==> src/rtl/barrel_spawn_scheduler_pkg.sv <==
// Shared types and constants for the barrel spawn scheduler.
// Latency: n/a (declarations only).
// Backpressure: n/a.
package barrel_spawn_scheduler_pkg;

  // Largest barrel population any build of the scheduler supports.
  localparam int BARREL_NUM_MAX = 32;

  // Width of the saturating discarded-request counter.
  localparam int MISS_W = 8;

  // Width of the launch cooldown counter (holds GAP_TICKS up to 255).
  localparam int COOL_W = 8;

  // Scheduler FSM encoding.
  typedef enum logic [1:0] {
    S_IDLE   = 2'd0,
    S_LAUNCH = 2'd1,
    S_COOL   = 2'd2
  } sched_state_e;

  // Game state codes shared with the top-level game state machine.
  typedef enum logic [1:0] {
    GAME_ATTRACT = 2'd0,
    GAME_RUNNING = 2'd1,
    GAME_DYING   = 2'd2,
    GAME_OVER    = 2'd3
  } game_state_e;

endpackage

==> src/rtl/barrel_spawn_scheduler_if.sv <==
// Bundle between gameplay core / barrel array and the spawn scheduler.
// Latency: n/a (wires only).
// Backpressure: none; drop requests are edge events, excess ones are counted as misses.
interface barrel_spawn_scheduler_if
  import barrel_spawn_scheduler_pkg::*;
#(
  parameter int NUM_SLOTS = 16,
  parameter int IDX_W     = 4
);
  logic                 game_run;
  logic                 tick;
  logic                 drop_req;
  logic [NUM_SLOTS-1:0] slot_done;
  logic [NUM_SLOTS-1:0] start_vec;
  logic [NUM_SLOTS-1:0] busy_vec;
  logic [IDX_W-1:0]     spawn_idx;
  logic [IDX_W:0]       active_cnt;
  logic                 miss_pulse;
  logic [MISS_W-1:0]    miss_cnt;

  // Game side: drives requests/retires, observes launches.
  modport master (
    output game_run, tick, drop_req, slot_done,
    input  start_vec, busy_vec, spawn_idx, active_cnt, miss_pulse, miss_cnt
  );

  // Scheduler side.
  modport slave (
    input  game_run, tick, drop_req, slot_done,
    output start_vec, busy_vec, spawn_idx, active_cnt, miss_pulse, miss_cnt
  );
endinterface

==> src/rtl/barrel_spawn_scheduler_rr_free_finder.sv <==
// Rotating priority encoder: first non-busy slot at or after rr_ptr, wrapping.
// Latency: combinational.
// Backpressure: none; found=0 when every slot is busy.
module barrel_spawn_scheduler_rr_free_finder #(
  parameter int NUM_SLOTS = 16,
  parameter int IDX_W     = 4
) (
  input  logic [NUM_SLOTS-1:0] busy_vec,
  input  logic [IDX_W-1:0]     rr_ptr,
  output logic                 found,
  output logic [IDX_W-1:0]     idx
);
  logic [IDX_W-1:0] cand;

  // Scan from the farthest offset down so the nearest free slot wins last.
  always_comb begin
    found = 1'b0;
    idx   = '0;
    cand  = '0;
    for (int i = NUM_SLOTS - 1; i >= 0; i--) begin
      cand = rr_ptr + IDX_W'(i);  // power-of-two slot count: natural wrap
      if (!busy_vec[cand]) begin
        found = 1'b1;
        idx   = cand;
      end
    end
  end
endmodule

==> src/rtl/barrel_spawn_scheduler.sv <==
// Allocates barrel slots round-robin on Kong drop requests and fires one-clk start pulses.
// Latency: drop_req rise -> start_vec = 2 clk when IDLE with a free slot.
// Backpressure: one request may wait (pending); further requests are dropped and counted.
module barrel_spawn_scheduler
  import barrel_spawn_scheduler_pkg::*;
#(
  parameter int NUM_SLOTS = 16,
  parameter int IDX_W     = 4,
  parameter int GAP_TICKS = 8
) (
  input logic                    clk,
  input logic                    rst,
  barrel_spawn_scheduler_if.slave bus
);
  sched_state_e         state_q, state_d;
  logic                 drop_q;
  logic                 pending_q, pending_d;
  logic [COOL_W-1:0]    cooldown_q, cooldown_d;
  logic [IDX_W-1:0]     rr_ptr_q, rr_ptr_d;
  logic [IDX_W-1:0]     sel_q, sel_d;
  logic [IDX_W-1:0]     spawn_idx_q, spawn_idx_d;
  logic [NUM_SLOTS-1:0] busy_q, busy_d;
  logic [IDX_W:0]       active_cnt_q, active_cnt_d;
  logic                 miss_pulse_q, miss_pulse_d;
  logic [MISS_W-1:0]    miss_cnt_q, miss_cnt_d;
  logic [NUM_SLOTS-1:0] start_vec_c;
  logic                 req_edge;
  logic                 free_found;
  logic [IDX_W-1:0]     free_idx;

  // Requests only count while the game is running.
  assign req_edge = bus.game_run & bus.drop_req & ~drop_q;

  barrel_spawn_scheduler_rr_free_finder #(
    .NUM_SLOTS(NUM_SLOTS),
    .IDX_W    (IDX_W)
  ) u_finder (
    .busy_vec(busy_q),
    .rr_ptr  (rr_ptr_q),
    .found   (free_found),
    .idx     (free_idx)
  );

  // Start pulse decodes straight from state so an async reset kills it immediately.
  always_comb begin
    start_vec_c = '0;
    if (state_q == S_LAUNCH && bus.game_run) start_vec_c[sel_q] = 1'b1;
  end

  // Next-state: request capture, FSM, slot free/claim, flush, occupancy count.
  always_comb begin
    state_d      = state_q;
    pending_d    = pending_q;
    cooldown_d   = cooldown_q;
    rr_ptr_d     = rr_ptr_q;
    sel_d        = sel_q;
    spawn_idx_d  = spawn_idx_q;
    busy_d       = busy_q & ~bus.slot_done;  // retire on a free slot is a no-op
    miss_pulse_d = 1'b0;
    miss_cnt_d   = miss_cnt_q;
    active_cnt_d = '0;

    if (req_edge) begin
      if (pending_q) begin
        miss_pulse_d = 1'b1;
        if (miss_cnt_q != {MISS_W{1'b1}}) miss_cnt_d = miss_cnt_q + 1'b1;
      end else begin
        pending_d = 1'b1;
      end
    end

    case (state_q)
      S_IDLE: begin
        // Slot is fixed here, one clk ahead of the pulse.
        if (pending_q && free_found) begin
          sel_d   = free_idx;
          state_d = S_LAUNCH;
        end
      end
      S_LAUNCH: begin
        busy_d[sel_q] = 1'b1;
        spawn_idx_d   = sel_q;
        rr_ptr_d      = sel_q + 1'b1;
        pending_d     = 1'b0;
        cooldown_d    = COOL_W'(GAP_TICKS);
        state_d       = S_COOL;
      end
      S_COOL: begin
        if (cooldown_q == '0) state_d = S_IDLE;
        else if (bus.tick)    cooldown_d = cooldown_q - 1'b1;
      end
      default: state_d = S_IDLE;
    endcase

    // Leaving GAME_RUNNING wipes live barrels; pointer, last index and misses survive.
    if (!bus.game_run) begin
      busy_d      = '0;
      pending_d   = 1'b0;
      cooldown_d  = '0;
      state_d     = S_IDLE;
      rr_ptr_d    = rr_ptr_q;
      spawn_idx_d = spawn_idx_q;
    end

    for (int i = 0; i < NUM_SLOTS; i++) begin
      active_cnt_d = active_cnt_d + {{IDX_W{1'b0}}, busy_d[i]};
    end
  end

  // State registers.
  always_ff @(posedge clk or posedge rst) begin
    if (rst) begin
      state_q      <= S_IDLE;
      drop_q       <= 1'b0;
      pending_q    <= 1'b0;
      cooldown_q   <= '0;
      rr_ptr_q     <= '0;
      sel_q        <= '0;
      spawn_idx_q  <= '0;
      busy_q       <= '0;
      active_cnt_q <= '0;
      miss_pulse_q <= 1'b0;
      miss_cnt_q   <= '0;
    end else begin
      state_q      <= state_d;
      drop_q       <= bus.drop_req;
      pending_q    <= pending_d;
      cooldown_q   <= cooldown_d;
      rr_ptr_q     <= rr_ptr_d;
      sel_q        <= sel_d;
      spawn_idx_q  <= spawn_idx_d;
      busy_q       <= busy_d;
      active_cnt_q <= active_cnt_d;
      miss_pulse_q <= miss_pulse_d;
      miss_cnt_q   <= miss_cnt_d;
    end
  end

  assign bus.start_vec  = start_vec_c;
  assign bus.busy_vec   = busy_q;
  assign bus.spawn_idx  = spawn_idx_q;
  assign bus.active_cnt = active_cnt_q;
  assign bus.miss_pulse = miss_pulse_q;
  assign bus.miss_cnt   = miss_cnt_q;
endmodule

==> src/flat_wrapper.sv <==
// flat-port wrapper written by rule: the top's interface ports become plain ports
module barrel_spawn_scheduler_flat import barrel_spawn_scheduler_pkg::*;
#(
  parameter int NUM_SLOTS = 16,
  parameter int IDX_W     = 4,
  parameter int GAP_TICKS = 8
)
  (clk, rst, bus_game_run, bus_tick, bus_drop_req, bus_slot_done, bus_start_vec, bus_busy_vec, bus_spawn_idx, bus_active_cnt, bus_miss_pulse, bus_miss_cnt);
  barrel_spawn_scheduler_if #(.NUM_SLOTS(NUM_SLOTS), .IDX_W(IDX_W)) bus_i ();
  input logic clk;
  input logic rst;
  input wire logic [$bits(bus_i.game_run)-1:0] bus_game_run;
  input wire logic [$bits(bus_i.tick)-1:0] bus_tick;
  input wire logic [$bits(bus_i.drop_req)-1:0] bus_drop_req;
  input wire logic [$bits(bus_i.slot_done)-1:0] bus_slot_done;
  output wire logic [$bits(bus_i.start_vec)-1:0] bus_start_vec;
  output wire logic [$bits(bus_i.busy_vec)-1:0] bus_busy_vec;
  output wire logic [$bits(bus_i.spawn_idx)-1:0] bus_spawn_idx;
  output wire logic [$bits(bus_i.active_cnt)-1:0] bus_active_cnt;
  output wire logic [$bits(bus_i.miss_pulse)-1:0] bus_miss_pulse;
  output wire logic [$bits(bus_i.miss_cnt)-1:0] bus_miss_cnt;
  assign bus_i.game_run = bus_game_run;
  assign bus_i.tick = bus_tick;
  assign bus_i.drop_req = bus_drop_req;
  assign bus_i.slot_done = bus_slot_done;
  assign bus_start_vec = bus_i.start_vec;
  assign bus_busy_vec = bus_i.busy_vec;
  assign bus_spawn_idx = bus_i.spawn_idx;
  assign bus_active_cnt = bus_i.active_cnt;
  assign bus_miss_pulse = bus_i.miss_pulse;
  assign bus_miss_cnt = bus_i.miss_cnt;
  barrel_spawn_scheduler #(.NUM_SLOTS(NUM_SLOTS), .IDX_W(IDX_W), .GAP_TICKS(GAP_TICKS)) u_core (.clk(clk), .rst(rst), .bus(bus_i));
endmodule
==> config.mk <==
export PLATFORM = sky130hd
export DESIGN_NAME = barrel_spawn_scheduler_flat
export DESIGN_NICKNAME = d
export VERILOG_FILES = /design/src/rtl/barrel_spawn_scheduler_pkg.sv /design/src/rtl/barrel_spawn_scheduler_if.sv /design/src/rtl/barrel_spawn_scheduler_rr_free_finder.sv /design/src/rtl/barrel_spawn_scheduler.sv /design/src/flat_wrapper.sv
export SDC_FILE = /design/constraint.sdc
export NUM_CORES = 1
export LEC_CHECK = 0
export ABC_CLOCK_PERIOD_IN_PS = 9820
export BUFFER_PORTS_ARGS = -buffer_cell sky130_fd_sc_hd__buf_2
export CAP_MARGIN = 5
export CORE_UTILIZATION = 40
export CTS_CLUSTER_DIAMETER = 200
export DETAILED_ROUTE_END_ITERATION = 8
export PLACE_DENSITY = 0.59
export SLEW_MARGIN = 20
export SYNTH_ARGS = -nofsm -noshare
export SYNTH_HDL_FRONTEND = slang
export SYNTH_SLANG_ARGS = --single-unit
==> constraint.sdc <==
create_clock -name clk -period 9.82 [get_ports clk]
set_input_delay 2.946 -clock clk [delete_from_list [all_inputs] [get_ports clk]]
set_output_delay 2.946 -clock clk [all_outputs]
set_load 0.005 [all_outputs]
==> results.py <==
metrics = {
    "yosys": {
        "synth_compound_area_share_pct": 13.6,
        "synth_ff_type": "dfrtp_1",
        "synthesis.area_mm2": 0.00500,
        "synth_top_family_by_area": "multiplexers",
        "asyncSetResetFlopFracSynth_pct": 100,
        "yosys.area_share.xor_xnor_pct": 5.36,
        "synth_top_area_cell": "dfrtp_1",
        "synth_fp_nets": 557,
        "synth-edff-count": 0,
        "avgSynthCellArea_um2": 9.85,
        "synth.top_cells.by_count": "dfrtp_1 (54), nand2_1 (53), nor2_1 (45)",
        "synth.distinct_cells": 70,
        "synthMuxAreaShare_pct": 25.0,
        "synth_fa_ha_area_share_pct": 8.77,
        "synth_top_area_share_pct": 27.0,
        "ys_seq_area_share_pct": 27.0,
        "netlist_top_cells_area": "dfrtp_1 (27%), mux4_2 (11%), mux2i_1 (6.4%), ha_1 (4.8%), fa_1 (4.0%)",
        "ys_seq_elements": 54,
        "yosys.cell_count.top_type": "dfrtp_1",
        "synth_cells": 507,
        "synthSimpleGateAreaFrac_pct": 14.7,
        "ys_warn_count": 0,
    },
    "finish": {
        "diodes": 0,
        "synthToLayoutAreaGrowth_pct": 12.7,
        "fin_cells": 737,
        "fill_cells": 1207,
        "drive_gt1_share_pct": 24.3,
        "layout.nets": 618,
        "register_area_mm2": 0.00135,
        "multi_input_area_mm2": 0.00338,
    },
    "clock_tree": {
        "cts_tree": "yes",
        "cts_root_buf": "clkbuf_16",
        "clock_sinks": 54,
        "cts_buffers": 5,
        "clock_latency_ns": 0.29,
        "cts_hold_buf": 0,
        "ctsResizeCount": 0,
        "clk_path_buf_depth": 2,
        "post_cts_buffers": 0,
        "htree_levels": 2,
        "clk_transition_reported_paths_ns": 0.06,
    },
    "routing": {
        "drt_iter0_drc": 353,
        "avgViaCountPerCell": 5.70,
        "firstDrtPassIters": 5,
        "routed_wl_um": 13600,
        "antenna_left": 0,
        "wl_per_cell_um": 18.4,
        "route.vias.total": 4202,
        "route.detailed.drc": 0,
    },
    "setup_path": {
        "startpoint_type": "primary input",
        "critPathMaxFanout": 24,
        "critPathKind": "in -> out",
        "regToRegSetupSlack_ns": 4.72,
        "r2r_end": "u_core.bus.active_cnt[1]",
        "endpoint_kind": "primary output",
        "r2r_cells": 16,
        "r2r-start": "u_core.state_q[0]",
        "crit_start": "bus_game_run",
        "cp.required_ns": 6.87,
        "arrival_ns": 4.95,
        "setup.worst_path.end": "bus_start_vec[3]",
    },
    "sta": {
        "rsz0062_at_grt": "false",
        "worstMarginPinSlew_ns": 0.891,
        "hold_viol": 0,
        "finalCritPeriodShare_pct": 80.4,
        "maxSlewViolCount": 0,
        "fin_setup_tns_ns": 0,
        "finalSetupViolCount": 0,
        "fin_worst_skew_ns": 0.00669,
        "slew_headroom_pct": 40.4,
        "finalWorstPathRequiredPeriod_ns": 7.90,
        "fmax_mhz": 127,
    },
    "floorplan": {
        "core-area_mm2": 0.0121,
        "die-height_um": 114,
        "fp-row-count": 40,
        "start_util_pct": 41.3,
        "pin_count": 71,
        "die-area_mm2": 0.0129,
        "die_width_um": 114,
    },
    "hold_path": {
        "whs_path_depth": 1,
        "min_path_type": "reg -> reg",
    },
    "power_and_ir_drop": {
        "power_w": 0.00119,
        "power.density_mw_per_mm2": 211,
        "p_leak_nw": 2.71,
        "peakVddDrop_uv": 110,
    },
    "global_routing": {
        "grt_pass1_wl_um": 22000,
        "antenna_found_initial": 0,
        "met3_usage_pct": 2.44,
        "met1_usage_pct": 29.9,
        "top_usage_layer": "met2",
        "track_usage_pct": 21.8,
        "first_global_vias": 4117,
        "gr-total-overflow": 0,
        "met2_usage_pct": 35.6,
        "grt_max_degree": 55,
    },
    "placement": {
        "dp_cells": 729,
        "port_buffers": 70,
        "detailed_place_hpwl_um": 10500,
        "gp_congestion": 0.928,
    },
    "outcome": {
        "outcome": "complete, no violations",
    },
    "flow_run": {
        "max_cap_violations": 0,
    },
}
-- routing by layer --
layer | routed length (um) | vias to the layer above
met1 | 5990 | 2070
met2 | 6460 | 138
met3 | 781 | 25
li1 | - | 1969
met5 | 0 | -
met4 | 348 | 0
-- metrics by stage --
step                area (um2)  util, %  hold WS (ns)  worst slack [ns]
finish                    5630     46.5         0.502              1.92
global route              5630     46.5         0.528              1.66
CTS                       5630     46.5         0.503              1.91
detailed placement        5490     45.3         0.489              1.77
global placement          5490     45.3         0.483              1.83
floorplan                 5000        -         0.468              2.63
-- worst max-delay path: stages --
cell and delay, ns:
buf_2 0.36, nor3b_2 0.81, nand2_1 0.31, nor3_1 0.34, buf_2 0.18
-- power breakdown --
group,internal [W],total (W),switching [W]
clock network,0.000101,0.000178,0.0000771
registers,0.000253,0.000314,0.0000611
logic,0.000303,0.000696,0.000393
-- cell usage in the layout, fill, tap and decap left out, types with 3 or more instances in the layout --
cell type / instances
buf_2: 70
dfrtp_1: 54
nand2_1: 53
nor2_1: 45
inv_1: 41
mux2i_1: 32
mux4_2: 24
ha_1: 19
xnor2_1: 17
mux2_2: 16
a21oi_1: 16
o21ai_0: 13
nor2b_1: 10
fa_1: 10
nor3_1: 9
nand3b_1: 9
xor2_1: 8
o22ai_1: 8
a31oi_1: 6
mux4_1: 6
nand3_1: 5
clkbuf_16: 5
nand2b_1: 4
nand4_1: 4
and3_1: 4
a21o_1: 4
inv_2: 3
o21ai_1: 3
a311o_1: 3
a22oi_1: 3
a211oi_1: 3
o211ai_1: 3
or3_1: 3
o31ai_1: 3
and2_1: 3
buf_4: 3
-- cell families (layout without fill, tap and decap cells) --
family | count (synthesis) | count (layout)
AO/OA/AOI/OAI | 94 | 94
XOR/XNOR | 28 | 28
adder cells (fa/ha/maj) | 29 | 29
buffers and inverters | 65 | 127
flip-flops | 54 | 54
multiplexers | 81 | 81
AND/OR/NAND/NOR | 156 | 156
-- worst min path at each step --
stage / startpoint / to
after floorplan: u_core.cooldown_q[6] / u_core.cooldown_q[6]
after global placement: u_core.bus.miss_cnt[7] / u_core.bus.miss_cnt[7]
after detailed placement: u_core.bus.miss_cnt[6] / u_core.bus.miss_cnt[6]
after CTS: u_core.bus.miss_cnt[6] / u_core.bus.miss_cnt[6]
after global routing: u_core.bus.miss_cnt[6] / u_core.bus.miss_cnt[6]
final: u_core.cooldown_q[6] / u_core.cooldown_q[6]
-- flip-flops by register name (all words and copies together) (netlist names) --
| name | cells |
|---|---|
| u_core.bus.miss_pulse | 1 |
| u_core.bus.busy_vec | 16 |
| u_core.bus.miss_cnt | 8 |
| u_core.cooldown_q | 8 |
| u_core.state_q | 2 |
| u_core.rr_ptr_q | 4 |
| u_core.bus.spawn_idx | 4 |
| u_core.pending_q | 1 |
| u_core.sel_q | 4 |
| u_core.drop_q | 1 |
| u_core.bus.active_cnt | 5 |
-- area by class of cell --
cell class                      instances  share of cell area, %
Clock buffer                            7                   2.53
Clock inverter                          1                 0.0888
Inverter                               46                   3.07
Multi-Input combinational cell        388                   60.0
Sequential cell                        54                   24.0
Tap cell                              168                   3.73
Timing Repair Buffer                   73                   6.62
Power figures use the tool's default switching activity.
